==> src/rtl/uart_pkg.sv <==
// Shared UART definitions: FSM state codes, parity and data-length encodings,
// oversampling constants and small decode helpers.
package uart_pkg;

    localparam logic [2:0] ST_IDLE   = 3'd0;
    localparam logic [2:0] ST_START  = 3'd1;
    localparam logic [2:0] ST_DATA   = 3'd2;
    localparam logic [2:0] ST_PARITY = 3'd3;
    localparam logic [2:0] ST_STOP1  = 3'd4;
    localparam logic [2:0] ST_STOP2  = 3'd5;

    localparam logic [1:0] PAR_NONE     = 2'b00;
    localparam logic [1:0] PAR_EVEN     = 2'b01;
    localparam logic [1:0] PAR_ODD      = 2'b10;
    localparam logic [1:0] PAR_NONE_ALT = 2'b11;

    localparam logic [1:0] DBITS_5 = 2'b00;
    localparam logic [1:0] DBITS_6 = 2'b01;
    localparam logic [1:0] DBITS_7 = 2'b10;
    localparam logic [1:0] DBITS_8 = 2'b11;

    localparam int OVS = 16;
    localparam logic [3:0] SMP_FIRST = 4'd7;
    localparam logic [3:0] SMP_MID   = 4'd8;
    localparam logic [3:0] SMP_LAST  = 4'd9;

    function automatic logic [3:0] data_len(input logic [1:0] code);
        logic [3:0] len;
        case (code)
            DBITS_5: len = 4'd5;
            DBITS_6: len = 4'd6;
            DBITS_7: len = 4'd7;
            DBITS_8: len = 4'd8;
            default: len = 4'd8;
        endcase
        return len;
    endfunction

    function automatic logic parity_enabled(input logic [1:0] mode);
        logic en;
        case (mode)
            PAR_EVEN, PAR_ODD:     en = 1'b1;
            PAR_NONE, PAR_NONE_ALT: en = 1'b0;
            default:               en = 1'b0;
        endcase
        return en;
    endfunction

endpackage

==> src/rtl/uart_baud_gen.sv <==
// Oversample tick generator: one-clock tick every divisor+1 clocks, restartable
// so a receiver can phase-align it to a detected start edge.
module uart_baud_gen #(
    parameter int DIV_W = 11
) (
    input  logic             clk,
    input  logic             reset,
    input  logic             clear,
    input  logic [DIV_W-1:0] divisor,
    output logic             tick
);

    logic [DIV_W-1:0] cnt;

    assign tick = (cnt == divisor);

    // >= also recovers cleanly if divisor is lowered below the running count.
    always_ff @(posedge clk) begin
        if (reset || clear) begin
            cnt <= '0;
        end else if (cnt >= divisor) begin
            cnt <= '0;
        end else begin
            cnt <= cnt + DIV_W'(1);
        end
    end

endmodule

==> src/rtl/uart_rx_cfg.sv <==
// Runtime-configurable UART receiver: synchroniser, 16x majority-sampling FSM
// and a valid/ready holding register carrying per-word error status.
module uart_rx_cfg
    import uart_pkg::*;
#(
    parameter int DBITS_MAX   = 8,
    parameter int DIV_W       = 11,
    parameter int SYNC_STAGES = 2
) (
    input  logic                 clk,
    input  logic                 reset,
    input  logic [DIV_W-1:0]     divisor,
    input  logic [1:0]           data_bits,
    input  logic [1:0]           parity_mode,
    input  logic                 stop_bits,
    input  logic                 rx,
    input  logic                 rx_ready,
    output logic                 rx_valid,
    output logic [DBITS_MAX-1:0] rx_data,
    output logic                 parity_err,
    output logic                 frame_err,
    output logic                 break_det,
    output logic                 overrun
);

    localparam int BC_W = $clog2(DBITS_MAX);

    logic [SYNC_STAGES-1:0] sync_q;
    logic                   rx_s;
    logic                   rx_prev;
    logic                   fall;
    logic                   tick;

    logic [2:0]             state;
    logic [3:0]             s_cnt;
    logic [BC_W-1:0]        bit_cnt;
    logic [DBITS_MAX-1:0]   shreg;
    logic [1:0]             dbits_q;
    logic [1:0]             pmode_q;
    logic                   stop2_q;
    logic                   smp_a;
    logic                   smp_b;
    logic                   par_acc;
    logic                   all_zero;
    logic                   perr_q;
    logic                   ferr_q;
    logic                   brk_q;

    logic                   decide;
    logic                   maj;
    logic                   last_bit;
    logic                   frame_done;
    logic                   done_ferr;
    logic                   done_brk;

    always_ff @(posedge clk) begin
        if (reset) begin
            sync_q  <= '1;
            rx_prev <= 1'b1;
        end else begin
            sync_q  <= {sync_q[SYNC_STAGES-2:0], rx};
            rx_prev <= rx_s;
        end
    end

    assign rx_s = sync_q[SYNC_STAGES-1];
    assign fall = rx_prev & ~rx_s;

    uart_baud_gen #(.DIV_W(DIV_W)) u_baud (
        .clk     (clk),
        .reset   (reset),
        .clear   ((state == ST_IDLE) && fall),
        .divisor (divisor),
        .tick    (tick)
    );

    // The third sample is the live synchronised line, so the vote and every
    // state transition land on the same tick at s_cnt 9.
    always_comb begin
        decide     = tick && (state != ST_IDLE) && (s_cnt == SMP_LAST);
        maj        = (smp_a & smp_b) | (smp_a & rx_s) | (smp_b & rx_s);
        last_bit   = (bit_cnt == BC_W'(data_len(dbits_q) - 4'd1));
        frame_done = decide && (((state == ST_STOP1) && !stop2_q) || (state == ST_STOP2));
        done_ferr  = ferr_q | ~maj;
        done_brk   = (state == ST_STOP1) ? (all_zero & ~maj) : brk_q;
    end

    always_ff @(posedge clk) begin
        if (reset) begin
            state    <= ST_IDLE;
            s_cnt    <= '0;
            bit_cnt  <= '0;
            shreg    <= '0;
            dbits_q  <= '0;
            pmode_q  <= '0;
            stop2_q  <= 1'b0;
            smp_a    <= 1'b1;
            smp_b    <= 1'b1;
            par_acc  <= 1'b0;
            all_zero <= 1'b0;
            perr_q   <= 1'b0;
            ferr_q   <= 1'b0;
            brk_q    <= 1'b0;
        end else if (state == ST_IDLE) begin
            if (fall) begin
                state    <= ST_START;
                s_cnt    <= '0;
                bit_cnt  <= '0;
                shreg    <= '0;
                dbits_q  <= data_bits;
                pmode_q  <= parity_mode;
                stop2_q  <= stop_bits;
                par_acc  <= 1'b0;
                all_zero <= 1'b1;
                perr_q   <= 1'b0;
                ferr_q   <= 1'b0;
                brk_q    <= 1'b0;
            end
        end else if (tick) begin
            s_cnt <= (s_cnt == 4'(OVS - 1)) ? 4'd0 : s_cnt + 4'd1;
            if (s_cnt == SMP_FIRST) smp_a <= rx_s;
            if (s_cnt == SMP_MID)   smp_b <= rx_s;
            if (decide) begin
                case (state)
                    ST_START: state <= maj ? ST_IDLE : ST_DATA;
                    ST_DATA: begin
                        shreg[bit_cnt] <= maj;
                        par_acc        <= par_acc ^ maj;
                        all_zero       <= all_zero & ~maj;
                        bit_cnt        <= bit_cnt + BC_W'(1);
                        if (last_bit) begin
                            state <= parity_enabled(pmode_q) ? ST_PARITY : ST_STOP1;
                        end
                    end
                    ST_PARITY: begin
                        perr_q   <= maj ^ par_acc ^ (pmode_q == PAR_ODD);
                        all_zero <= all_zero & ~maj;
                        state    <= ST_STOP1;
                    end
                    ST_STOP1: begin
                        ferr_q <= done_ferr;
                        brk_q  <= all_zero & ~maj;
                        state  <= stop2_q ? ST_STOP2 : ST_IDLE;
                    end
                    ST_STOP2: begin
                        ferr_q <= done_ferr;
                        state  <= ST_IDLE;
                    end
                    default: state <= ST_IDLE;
                endcase
            end
        end
    end

    // A completing frame may reuse the slot in the same cycle it is consumed.
    always_ff @(posedge clk) begin
        if (reset) begin
            rx_valid   <= 1'b0;
            rx_data    <= '0;
            parity_err <= 1'b0;
            frame_err  <= 1'b0;
            break_det  <= 1'b0;
            overrun    <= 1'b0;
        end else begin
            overrun <= 1'b0;
            if (frame_done) begin
                if (!rx_valid || rx_ready) begin
                    rx_valid   <= 1'b1;
                    rx_data    <= shreg;
                    parity_err <= perr_q;
                    frame_err  <= done_ferr;
                    break_det  <= done_brk;
                end else begin
                    overrun <= 1'b1;
                end
            end else if (rx_valid && rx_ready) begin
                rx_valid <= 1'b0;
            end
        end
    end

endmodule

==> config.mk <==
export PLATFORM = sky130hd
export DESIGN_NAME = uart_rx_cfg
export DESIGN_NICKNAME = d
export VERILOG_FILES = /design/src/rtl/uart_pkg.sv /design/src/rtl/uart_baud_gen.sv /design/src/rtl/uart_rx_cfg.sv
export SDC_FILE = /design/constraint.sdc
export NUM_CORES = 1
export LEC_CHECK = 0
export CAP_MARGIN = 15
export CELL_PAD_IN_SITES_DETAIL_PLACEMENT = 2
export CELL_PAD_IN_SITES_GLOBAL_PLACEMENT = 2
export CORE_AREA = 2 2 97 99
export CTS_CLUSTER_SIZE = 30
export DETAILED_ROUTE_END_ITERATION = 8
export DIE_AREA = 0 0 99 101
export PLACE_DENSITY = 0.76
export SKIP_CTS_REPAIR_TIMING = 1
export SLEW_MARGIN = 20
export SYNTH_ARGS = -nofsm -noshare
export SYNTH_HDL_FRONTEND = slang
export SYNTH_SLANG_ARGS = --single-unit
export TNS_END_PERCENT = 100
==> constraint.sdc <==
create_clock -name clk -period 2.5 [get_ports clk]
set_clock_uncertainty 0.1 [all_clocks]
set_input_delay 0.5 -clock clk [delete_from_list [all_inputs] [get_ports clk]]
set_output_delay 0.5 -clock clk [all_outputs]
set_load 0.1 [all_outputs]
Yosys cells after proc, flatten, opt, wreduce, memory -nomap -nowiden:

Index checks and enable logic that the tools add are counted.

* add/sub/neg operators: 4
* order comparisons: 3
* equality and inequality tests: 20
* multiplexer cells: 60
* bitwise logic cells: 14
* reduce and logical (&&, ||, !) cells: 41

Operator list (number)
* $mux W8: 5
* $mux W3: 12
* $mux W1: 33
* $pmux W3 S4: 2
* $reduce_and A4 Y1: 5
* $mux W4: 4
* $reduce_bool A2 Y1: 7
* $eq A4 B4 Y1 const B: 3
* $reduce_or A2 Y1: 6
* $add A11 B1 Y11 const B: 1
* $eq A11 B11 Y1: 1
* $ge A11 B11 Y1: 1
* $reduce_and A3 Y1: 3
* $bwmux W8: 1
* $eq A2 B2 Y1 const B: 4
* $reduce_and A2 Y1: 4
* $logic_and A1 B1 Y1: 7
* $eq A3 B2 Y1 const B: 2
* $eq A3 B3 Y1 const B: 2
* $and A1 B1 Y1: 5
* $add A4 B1 Y4 const B: 1
* $eq A2 B1 Y1 const B: 2
* $eq A4 B3 Y1 const B: 1
* $logic_not A2 Y1: 2
* other kinds (19): 28

* register bits after elaboration: 57
* bits of input ports: 20
* output and inout bits: 13
* word-level logic and storage cells: 165

Depth between registers and ports, before layout:

Gate-level depths: netlist of run 1.

* depth in word-level cells: 16
* depth in mapped cells: 8
* mapped depth without buffers: 7

Hierarchy:

Synthesis of run 1 repeated with hierarchy kept, for this count alone.

* cell total of the unflattened synthesis: 338
* area, all modules: 2931.6 um^2

By module, submodules not included
* uart_rx_cfg: times used 1, cells an instance 254, area an instance 2213.4 um^2, seq. area each 920.9 um^2
* uart_baud_gen: times used 1, cells an instance 84, area an instance 718.2 um^2, seq. area each 220.2 um^2

Worst setup path before layout of run 1:

Ideal clock, no wire load.

* path type: input to register
* start: input port divisor[6]
* end: register shreg[3]
* setup time: 0.072 ns
* arrival time: 2.040 ns
* required time: 2.328 ns
* path slack: 0.288 ns
* stages on the path: 8
* path buffers: 1
* path through: inv_1 -> ha_1 -> nand4_1 -> nor2_1 -> a31oi_1 -> buf_2 -> nor3_1 -> mux2i_1

* longest elaborated chain between the ends: 5
* elaborated cells on any way between the ends: 6
* those cells by class: eq/ne (1); reduce/logical (5)

Ends and longest elaborated chain
* start, declared: line uart_rx_cfg.sv:12 `input logic [DIV_W-1:0] divisor,`
* $eq A11 B11 Y1 (*): line uart_baud_gen.sv:15 `assign tick = (cnt == divisor);`
* $logic_and A1 B1 Y1 (2 in a row): line uart_rx_cfg.sv:80 `decide = tick && (state != ST_IDLE) && (s_cnt == SMP_LAST);`
* $reduce_bool A2 Y1 (no source line)
* $reduce_and A4 Y1 (no source line) (*)
* end signal, assigned by index: line uart_rx_cfg.sv:127 `shreg[bit_cnt] <= maj;`
* end, declared: line uart_rx_cfg.sv:37 `logic [DBITS_MAX-1:0] shreg;`

Mark *: on every way between the ends. The rest lies on a longest branch, timed or not.
A chain may end at the register's enable or synchronous reset.

Worst setup path after layout of run 1:

* start: input port divisor[3]
* end: register s_cnt[3]

* longest elaborated chain between the ends: 3

Ends and longest elaborated chain
* $eq A11 B11 Y1: line uart_baud_gen.sv:15
* $reduce_bool A2 Y1 (no source line)
* $reduce_and A2 Y1 (no source line)
* end signal, assigned: line uart_rx_cfg.sv:120 `s_cnt <= (s_cnt == 4'(OVS - 1)) ? 4'd0 : s_cnt + 4'd1;`
* end, declared: line uart_rx_cfg.sv:35 `logic [3:0] s_cnt;`

Every way passes these cells.

==> flow_summary.yaml, run 1 <==
routing:
  first_pass_iters: 4
  drc: 0
  drtAntennaViolNets: 0
  drt-initial-drc-count: 42
  routed_wl_um: 8260
  via_per_inst: 5.19
  wl_per_cell_um: 16.6
  vias: 2577
setup_path:
  end_kind: "flop"
  crit_fanout: 4
  cp_data_arrival_time_ns: 2.59
  r2r-end: "s_cnt[3]$_SDFFE_PP0P_"
  reg2reg_depth: 7
  start_kind: "input port"
  crit_type: "in -> reg"
  crit_required_ns: 2.65
  r2r_setup_slack_ns: 0.33
  rr_startpoint: "u_baud.cnt[5]$_SDFF_PP0_"
layout:
  final_common_cell: "dfxtp_1"
  drive_gt1_share_pct: 19.7
  final_cell_mix: "dfxtp_1, buf_4, nand2_1"
  utilization_pct: 41.3
  diodes: 0
  instances_no_fill: 497
  layout.nets: 420
  area_growth_pct: 26.1
synthesis:
  ys_async_sr_fraction_pct: 0
  synth.avg_cell_area_sq_um: 8.94
  synth_top_area_share_pct: 38.8
  synth-edff-count: 0
  synth.ff_latch_count: 57
  yosysWarnings: 0
  synth.area.top_cells: "dfxtp_1, ha_1, mux2i_1"
  ys_seq_area_share_pct: 38.8
  synth.net_count: 368
  yosys.area.top_type: "dfxtp_1"
  synth_ff_type: "dfxtp_1"
  syn_area_sq_mm: 0.00294
  ys_types: 53
  syn_inst: 329
job:
  maxCapViolCount: 0
die:
  io_pins: 33
  die_w_um: 99
  start_util_pct: 32.8
  die-area_sq_mm: 0.0100
  die_h_um: 101
  row_count: 35
  design.core.area_sq_mm: 0.00898
sta:
  drv_slew: 0
  fmax_mhz: 411
  relSlewSlack_pct: 39.9
  hold_viol: 0
  worst_slew_pin_slew_ns: 0.898
  hold_ws_ns: 0.313
  min_period_ns: 2.43
  setup_viol: 0
  min_period_over_period_pct: 97.2
power:
  pwr-share-seq_pct: 50.1
  power_per_cell_area_mw_per_mm2: 502
  switching_share_pct: 27.2
  power_frac_clock_pct: 41.1
  internal_power_mw: 1.35
  total_power_mw: 1.86
  irDropWorstVdd_mv: 0.173
  p_leak_nw: 1.50
  p_comb_share_pct: 8.8
  net-switching-power_mw: 0.506
min_path:
  hp-start: "sync_q[0]$_SDFF_PP1_"
  hold_class: "reg -> reg"
  worstHoldPathCells: 1
  hold-path-endpoint: "sync_q[1]$_SDFF_PP1_"
clock_network:
  cts_inserted_buffers: 9
  clock_latency_ns: 0.34
  htree_levels: 3
  cts_tree: "done"
  cts_root_buf: "clkbuf_8"
  clk_path_buf_depth: 2
  cts.sinks: 57
  clkTransAtPathRegs_ns: 0.07
run_status:
  status: "completed"
global_route:
  track_usage_pct: 17.2
  grt_max_degree: 40
  grt_pass1_vias: 2765
  overflow: 0
  grt_pass1_wl_um: 13600
  antenna_found_initial: 0
placed_design:
  place_congestion: 0.774
  placedCellCount: 480
  hpwl_um: 5950
  io_buffers: 32
-- stage by stage --
stage,setup TNS [ns],setup slack [ns],cell area (sq um)
after floorplan,0,0.288,2940
after global placement,-2.55,-0.190,3460
after detailed placement,-7.50,-0.268,3460
after CTS,0,0.0805,3630
after global routing,-0.0974,-0.0420,3710
final,0,0.0688,3710
-- Yosys cell counts, types with 6 or more instances --
cell type   n
dfxtp_1    57
ha_1       19
nand2_1    35
o21ai_0     6
nor2b_1     6
clkbuf_1    9
mux2i_1    21
xor2_1      7
nor2_1     21
nand3_1    12
nor3_1     17
inv_1      22
a21oi_1    18
xnor2_1     6
-- cell type report --
cell class,instances,area (sq um)
Fill cell,1018,5270
Timing Repair Buffer,59,494
Clock buffer,9,124
Multi-Input combinational cell,232,1680
Inverter,22,82.6
Tap cell,111,139
Sequential cell,57,1140
Clock inverter,7,47.5
-- layer usage --
metal	wire length [um]	vias up	GRT usage, %	part of all wire [%]
li1	-	1257	-	-
met1	3580	1271	19.6	43
met2	4340	32	31.7	53
met3	180	17	3.05	2.2
met4	162	0	7.27	2.0
met5	0	-	0	0
-- state kept, by name, summed over array words and instances, names as in the netlist, 2 cells and up --
signal	flops
shreg	8
s_cnt	4
dbits_q	2
u_baud.cnt	11
state	3
pmode_q	2
bit_cnt	3
rx_data	8
sync_q	2
-- worst max-delay path: stages --
cell,delay (ns)
clkdlybuf4s50_1,0.46
inv_1,0.04
ha_1,0.28
nand4_1,0.19
buf_4,0.20
nor4_4,0.26
clkdlybuf4s15_2,0.29
a41oi_1,0.14
a211oi_1,0.22
-- how the worst max path moves through the flow --
stage	slack [ns]	from	endpoint	cells after the start
3_3_place_gp	-0.19	divisor[6]	smp_a$_SDFFE_PP1P_	9
6_report	0.07	divisor[3]	s_cnt[3]$_SDFFE_PP0P_	9
5_1_grt	-0.04	divisor[3]	s_cnt[3]$_SDFFE_PP0P_	9
3_5_place_dp	-0.27	divisor[8]	smp_a$_SDFFE_PP1P_	9
2_1_floorplan	0.29	divisor[6]	shreg[3]$_SDFFE_PP0P_	8
4_1_cts	0.08	divisor[8]	shreg[6]$_SDFFE_PP0P_	9
-- power groups by stage --
stage                     clock [mW]  sequential [mW]  combinational (mW)
after floorplan                    0            0.950              0.0862
after global placement             0            0.952               0.152
after detailed placement           0            0.953               0.159
after CTS                      0.791            0.932               0.162
after global routing           0.837            0.934               0.182
final                          0.764            0.932               0.164
-- logic make-up (layout without fill, tap and decap cells) --
kind of cell | after synthesis | in the layout | synth area share, %
buffers and inverters | 40 | 97 | 6.29
multiplexers | 21 | 21 | 7.15
adder cells (fa/ha/maj) | 19 | 19 | 8.08
AND/OR/NAND/NOR | 126 | 126 | 22.8
XOR/XNOR | 13 | 13 | 3.87
flip-flops | 57 | 57 | 38.8
AO/OA/AOI/OAI | 53 | 53 | 13.0
Note: power is estimated with default switching activity, not from simulation.
==> run 2, diff against run 1 <==
- SLEW_MARGIN: 20 -> 40
==> flow_summary.yaml, run 2 (synthesis results as in run 1) <==
job:
  maxCapViolCount: 0
min_path:
  worstHoldPathCells: 1
  hold_class: "reg -> reg"
layout:
  largest_reg_flops: 11
  seq_area_sq_mm: 0.00114
  area_growth_pct: 26.2
  reg_top3: "u_baud.cnt: 11 flops, rx_data: 8 flops, shreg: 8 flops"
  multi_input_area_sq_mm: 0.00168
  top_register: "u_baud.cnt"
  utilization_pct: 41.3
  layout.nets: 420
  num-fill-cells: 1030
  diodes: 0
  final_common_cell: "dfxtp_1"
  drive_gt1_share_pct: 19.9
  final_cell_mix: "dfxtp_1, buf_4, nand2_1"
setup_path:
  crit_required_ns: 2.66
  crit_fanout: 4
  start_kind: "input port"
  end_kind: "flop"
  crit_type: "in -> reg"
  cp_data_arrival_time_ns: 2.53
  reg2reg_depth: 6
run_status:
  status: "completed"
clock_network:
  clock_latency_ns: 0.35
  cts_inserted_buffers: 9
  clkTransAtPathRegs_ns: 0.07
  clk_path_buf_depth: 2
  cts_root_buf: "clkbuf_8"
  cts_tree: "done"
  cts.sinks: 57
  htree_levels: 3
power:
  irDropWorstVdd_mv: 0.336
  net-switching-power_mw: 0.509
  p_leak_nw: 1.50
  internal_power_mw: 1.35
  power_per_cell_area_mw_per_mm2: 502
  pwr-share-seq_pct: 50.0
  switching_share_pct: 27.3
  power_frac_clock_pct: 41.3
  p_comb_share_pct: 8.7
global_route:
  antenna_found_initial: 0
  grt_max_degree: 40
  grt_pass1_vias: 2792
  track_usage_pct: 17.4
  overflow: 0
  grt_pass1_wl_um: 13900
sta:
  min_period_ns: 2.38
  tns_ns: 0
  drv_slew: 0
  worst_slew_pin_slew_ns: 0.551
  rsz0062_at_grt: "no"
  hold_viol: 0
  setup_viol: 0
  relSlewSlack_pct: 63.2
  fmax_mhz: 421
  min_period_over_period_pct: 95.1
die:
  die-area_sq_mm: 0.0100
  io_pins: 33
  start_util_pct: 32.8
  die_h_um: 101
  die_w_um: 99
  design.core.area_sq_mm: 0.00898
  row_count: 35
routing:
  vias: 2560
  drt-initial-drc-count: 33
  via_per_inst: 5.15
  routed_wl_um: 8290
  drtAntennaViolNets: 0
  wl_per_cell_um: 16.7
  drc: 0
  first_pass_iters: 4
placed_design:
  place_congestion: 0.774
  io_buffers: 32
  hpwl_um: 5970
==> run 2: cell counts in the layout (fill, tap and decap cells not counted) <==
Identical to the previous run, type by type.
==> run 2: critical path, stage by stage <==
cell and delay [ns]:
clkdlybuf4s50_1 0.45, inv_1 0.05, ha_1 0.30, nand4_1 0.13, buf_4 0.16, nor4_4 0.30, clkdlybuf4s15_2 0.29, a41oi_1 0.14
a211oi_1 0.22
==> run 2: final cells by class <==
| cell class | instances | area share [%] |
|---|---|---|
| multi-input cells | 232 | 45.3 |
| clock buffers | 9 | 3.34 |
| clock inverters | 7 | 1.28 |
| well taps | 111 | 3.74 |
| repair buffers | 59 | 13.3 |
| flip-flops and latches | 57 | 30.7 |
| inverters | 22 | 2.23 |
==> run 2: through the flow <==
| stage | hold WS, ns | setup WS (ns) | power [mW] | area, sq um | instances |
|---|---|---|---|---|---|
| final | 0.312 | 0.123 | 1.86 | 3710 | 497 |
| after global routing | 0.328 | 0.0161 | 1.95 | 3710 | 497 |
| after CTS | 0.317 | 0.0472 | 1.89 | 3630 | 496 |
| after detailed placement | 0.297 | -0.268 | 1.11 | 3460 | 480 |
| after global placement | 0.296 | -0.190 | 1.10 | 3460 | 480 |
| after floorplan | 0.289 | 0.288 | 1.04 | 2940 | 329 |
==> run 2: power groups by stage <==
| stage | clock, mW | combinational (mW) | sequential (mW) |
|---|---|---|---|
| after floorplan | 0 | 0.0862 | 0.950 |
| after global placement | 0 | 0.152 | 0.952 |
| after detailed placement | 0 | 0.160 | 0.953 |
| after CTS | 0.797 | 0.162 | 0.932 |
| after global routing | 0.841 | 0.181 | 0.933 |
| final | 0.769 | 0.163 | 0.932 |
==> run 2: path summary, 6_finish.rpt <==
path / start / to / slack [ns]
setup / recovery: divisor[7] / s_cnt[3]$_SDFFE_PP0P_ / 0.12
hold / removal: sync_q[0]$_SDFF_PP1_ / sync_q[1]$_SDFF_PP1_ / 0.31
setup reg to reg: state[2]$_SDFFE_PP0P_ / shreg[1]$_SDFFE_PP0P_ / 0.34
hold reg to reg: sync_q[0]$_SDFF_PP1_ / sync_q[1]$_SDFF_PP1_ / 0.31
==> run 2: per-layer routing <==
metal	track usage [%]	vias up	part of all wire, %	wire length [um]
met2	32.3	27	52	4330
li1	-	1258	-	-
met3	3.81	13	2.4	203
met5	0	-	0	0
met1	19.8	1262	44	3640
met4	5.80	0	1.5	125
==> run 3, diff against run 2 <==
- ABC_AREA: default -> 1
- CORE_AREA: 2 2 97 99 -> 2 2 102 104
- DIE_AREA: 0 0 99 101 -> 0 0 104 106
- PLACE_DENSITY: 0.76 -> 0.78
==> flow_summary.yaml, run 3 <==
power:
  total_power_mw: 2.19
  irDropWorstVdd_mv: 0.258
  power_per_cell_area_mw_per_mm2: 554
  p_leak_nw: 1.76
placed_design:
  place_congestion: 0.764
  hpwl_um: 7250
  io_buffers: 32
  post_dp_cell_area_sq_mm: 0.00371
job:
  maxCapViolCount: 0
layout:
  final_cell_mix: "nand2_1, nor2_1, inv_1"
  postLayoutCellArea_sq_mm: 0.00395
  area_growth_pct: 27.9
  top_register: "u_baud.cnt"
  largest_reg_flops: 11
  multi_input_area_sq_mm: 0.00164
  seq_area_sq_mm: 0.00114
  num-fill-cells: 1214
  layout.nets: 532
  final_common_cell: "nand2_1"
  diodes: 0
  reg_top3: "u_baud.cnt: 11 flops, rx_data: 8 flops, shreg: 8 flops"
  drive_gt1_share_pct: 14.7
setup_path:
  cpPeakStageDelay_ns: 0.46
  reg2reg_depth: 11
  path_cells: "clkdlybuf4s50_1, inv_1, ha_1, inv_1, nor2_2, nand2_2, nor2_8, buf_4, nor2_4, nor2_4, buf_12, nand3_1, nand2_1, nor2_1"
  crit_required_ns: 2.63
  crit_fanout: 16
  path_delay_family: "buffers and inverters"
  slowest_stage: "clkdlybuf4s50_1"
  cp_data_arrival_time_ns: 2.47
  end_kind: "flop"
  startpoint: "divisor[8]"
  crit_type: "in -> reg"
  start_kind: "input port"
  r2r-end: "shreg[5]$_SDFFE_PP0P_"
  r2r_setup_slack_ns: 0.42
  path_buf_inv: 5
  rr_startpoint: "state[1]$_SDFFE_PP0P_"
synthesis:
  ys_types: 30
  syn_area_sq_mm: 0.00309
  yosysWarnings: 0
  synth.net_count: 477
  ys_seq_area_share_pct: 36.9
  ys_async_sr_fraction_pct: 0
  synth_top_area_share_pct: 36.9
  synth_ff_type: "dfxtp_1"
  syn_inst: 438
  synth.area.top_cells: "dfxtp_1, nand2_1, nor2_1"
  synth-edff-count: 0
  yosys.area.top_type: "dfxtp_1"
  synth.avg_cell_area_sq_um: 7.05
  synth.ff_latch_count: 57
  synth.most_common_cell: "nand2_1"
  synth_common_cells: "nand2_1, nor2_1, inv_1"
clock_network:
  clkTransAtPathRegs_ns: 0.07
  clk_path_buf_depth: 2
  htree_levels: 3
  clock_latency_ns: 0.34
  cts_root_buf: "clkbuf_8"
  cts.sinks: 57
  cts_inserted_buffers: 9
  cts_tree: "done"
sta:
  setup_viol: 0
  rsz0062_at_grt: "no"
  min_period_ns: 2.34
  relSlewSlack_pct: 69.6
  fmax_mhz: 428
  drv_slew: 0
  worst_slew_pin_slew_ns: 0.455
  hold_viol: 0
  hold_ws_ns: 0.327
  min_period_over_period_pct: 93.4
global_route:
  track_usage_pct: 18.8
  grt_pass1_wl_um: 16700
  grt_pass1_vias: 3409
  antenna_found_initial: 0
  overflow: 0
  grt_max_degree: 17
routing:
  drtAntennaViolNets: 0
  drc: 0
  via_per_inst: 4.87
  wl_per_cell_um: 15.2
  drt-initial-drc-count: 57
  routed_wl_um: 9640
  vias: 3085
  first_pass_iters: 4
min_path:
  worstHoldPathCells: 1
  hp-start: "sync_q[0]$_SDFF_PP1_"
  hold_class: "reg -> reg"
  hold-path-endpoint: "sync_q[1]$_SDFF_PP1_"
die:
  die_w_um: 104
  die-area_sq_mm: 0.0110
  start_util_pct: 30.9
  design.core.area_sq_mm: 0.0100
  io_pins: 33
  die_h_um: 106
  row_count: 37
run_status:
  status: "completed"
==> run 3: changes by cell type after synthesis, sizes merged, moves of 21 or more <==
cell,before,now
o21ai,7,29
nand2,35,79
nand3,12,33
mux2i,21,0
inv,22,63
nor2,21,78
==> run 3: kinds of logic (layout without fill, tap and decap cells) <==
family / Yosys count / in the layout / synth area share, %
flops: 57 / 57 / 36.9
buf+inv: 76 / 135 / 10.3
compound gates: 64 / 64 / 10.7
simple gates: 211 / 211 / 31.2
fa+ha+maj: 19 / 19 / 7.70
xor+xnor: 11 / 11 / 3.12
==> run 3: report_power, final <==
part,total (mW),leakage [nW],switching (mW),internal (mW)
clock network,1.02,0.116,0.378,0.638
registers,0.942,0.461,0.0163,0.926
logic,0.231,1.18,0.132,0.0995
total,2.19,1.76,0.526,1.66
==> run 3: cell type report <==
| class | instances | area share (%) |
|---|---|---|
| Sequential cell | 57 | 28.9 |
| Inverter | 64 | 6.08 |
| Timing Repair Buffer | 56 | 13.4 |
| Clock buffer | 13 | 4.27 |
| Clock inverter | 2 | 1.52 |
| Tap cell | 136 | 4.31 |
| Multi-Input combinational cell | 305 | 41.5 |
==> run 3: worst max-delay path by stage <==
| stage | slack [ns] | to | cells past startpoint |
|---|---|---|---|
| after floorplan | 0.40 | frame_err$_SDFFE_PP0P_ | 12 |
| after global placement | -0.21 | rx_data[4]$_SDFFE_PP0P_ | 13 |
| after detailed placement | -0.26 | rx_data[4]$_SDFFE_PP0P_ | 13 |
| after CTS | 0.08 | shreg[4]$_SDFFE_PP0P_ | 14 |
| after global routing | 0.00001 | shreg[1]$_SDFFE_PP0P_ | 14 |
| final | 0.16 | shreg[5]$_SDFFE_PP0P_ | 14 |
==> run 3: per-stage QoR <==
| stage | setup WS [ns] | utilization [%] | TNS [ns] | instances |
|---|---|---|---|---|
| final | 0.165 | 39.5 | 0 | 633 |
| after global routing | 0.0000107 | 39.5 | 0 | 633 |
| after CTS | 0.0758 | 39.4 | 0 | 633 |
| after detailed placement | -0.262 | 37.1 | -7.06 | 618 |
| after global placement | -0.208 | 37.1 | -4.34 | 618 |
| after floorplan | 0.405 | - | 0 | 438 |
==> run 3: metal layers <==
metal / vias to the layer above / share of wire, % / routed length [um] / global-route usage (%)
met1: 1543 / 42 / 4070 / 20.8
met5: - / 0 / 0 / 0
met2: 31 / 54 / 5230 / 36.2
met3: 10 / 2.4 / 227 / 3.99
li1: 1501 / - / - / -
met4: 0 / 1.2 / 112 / 5.02
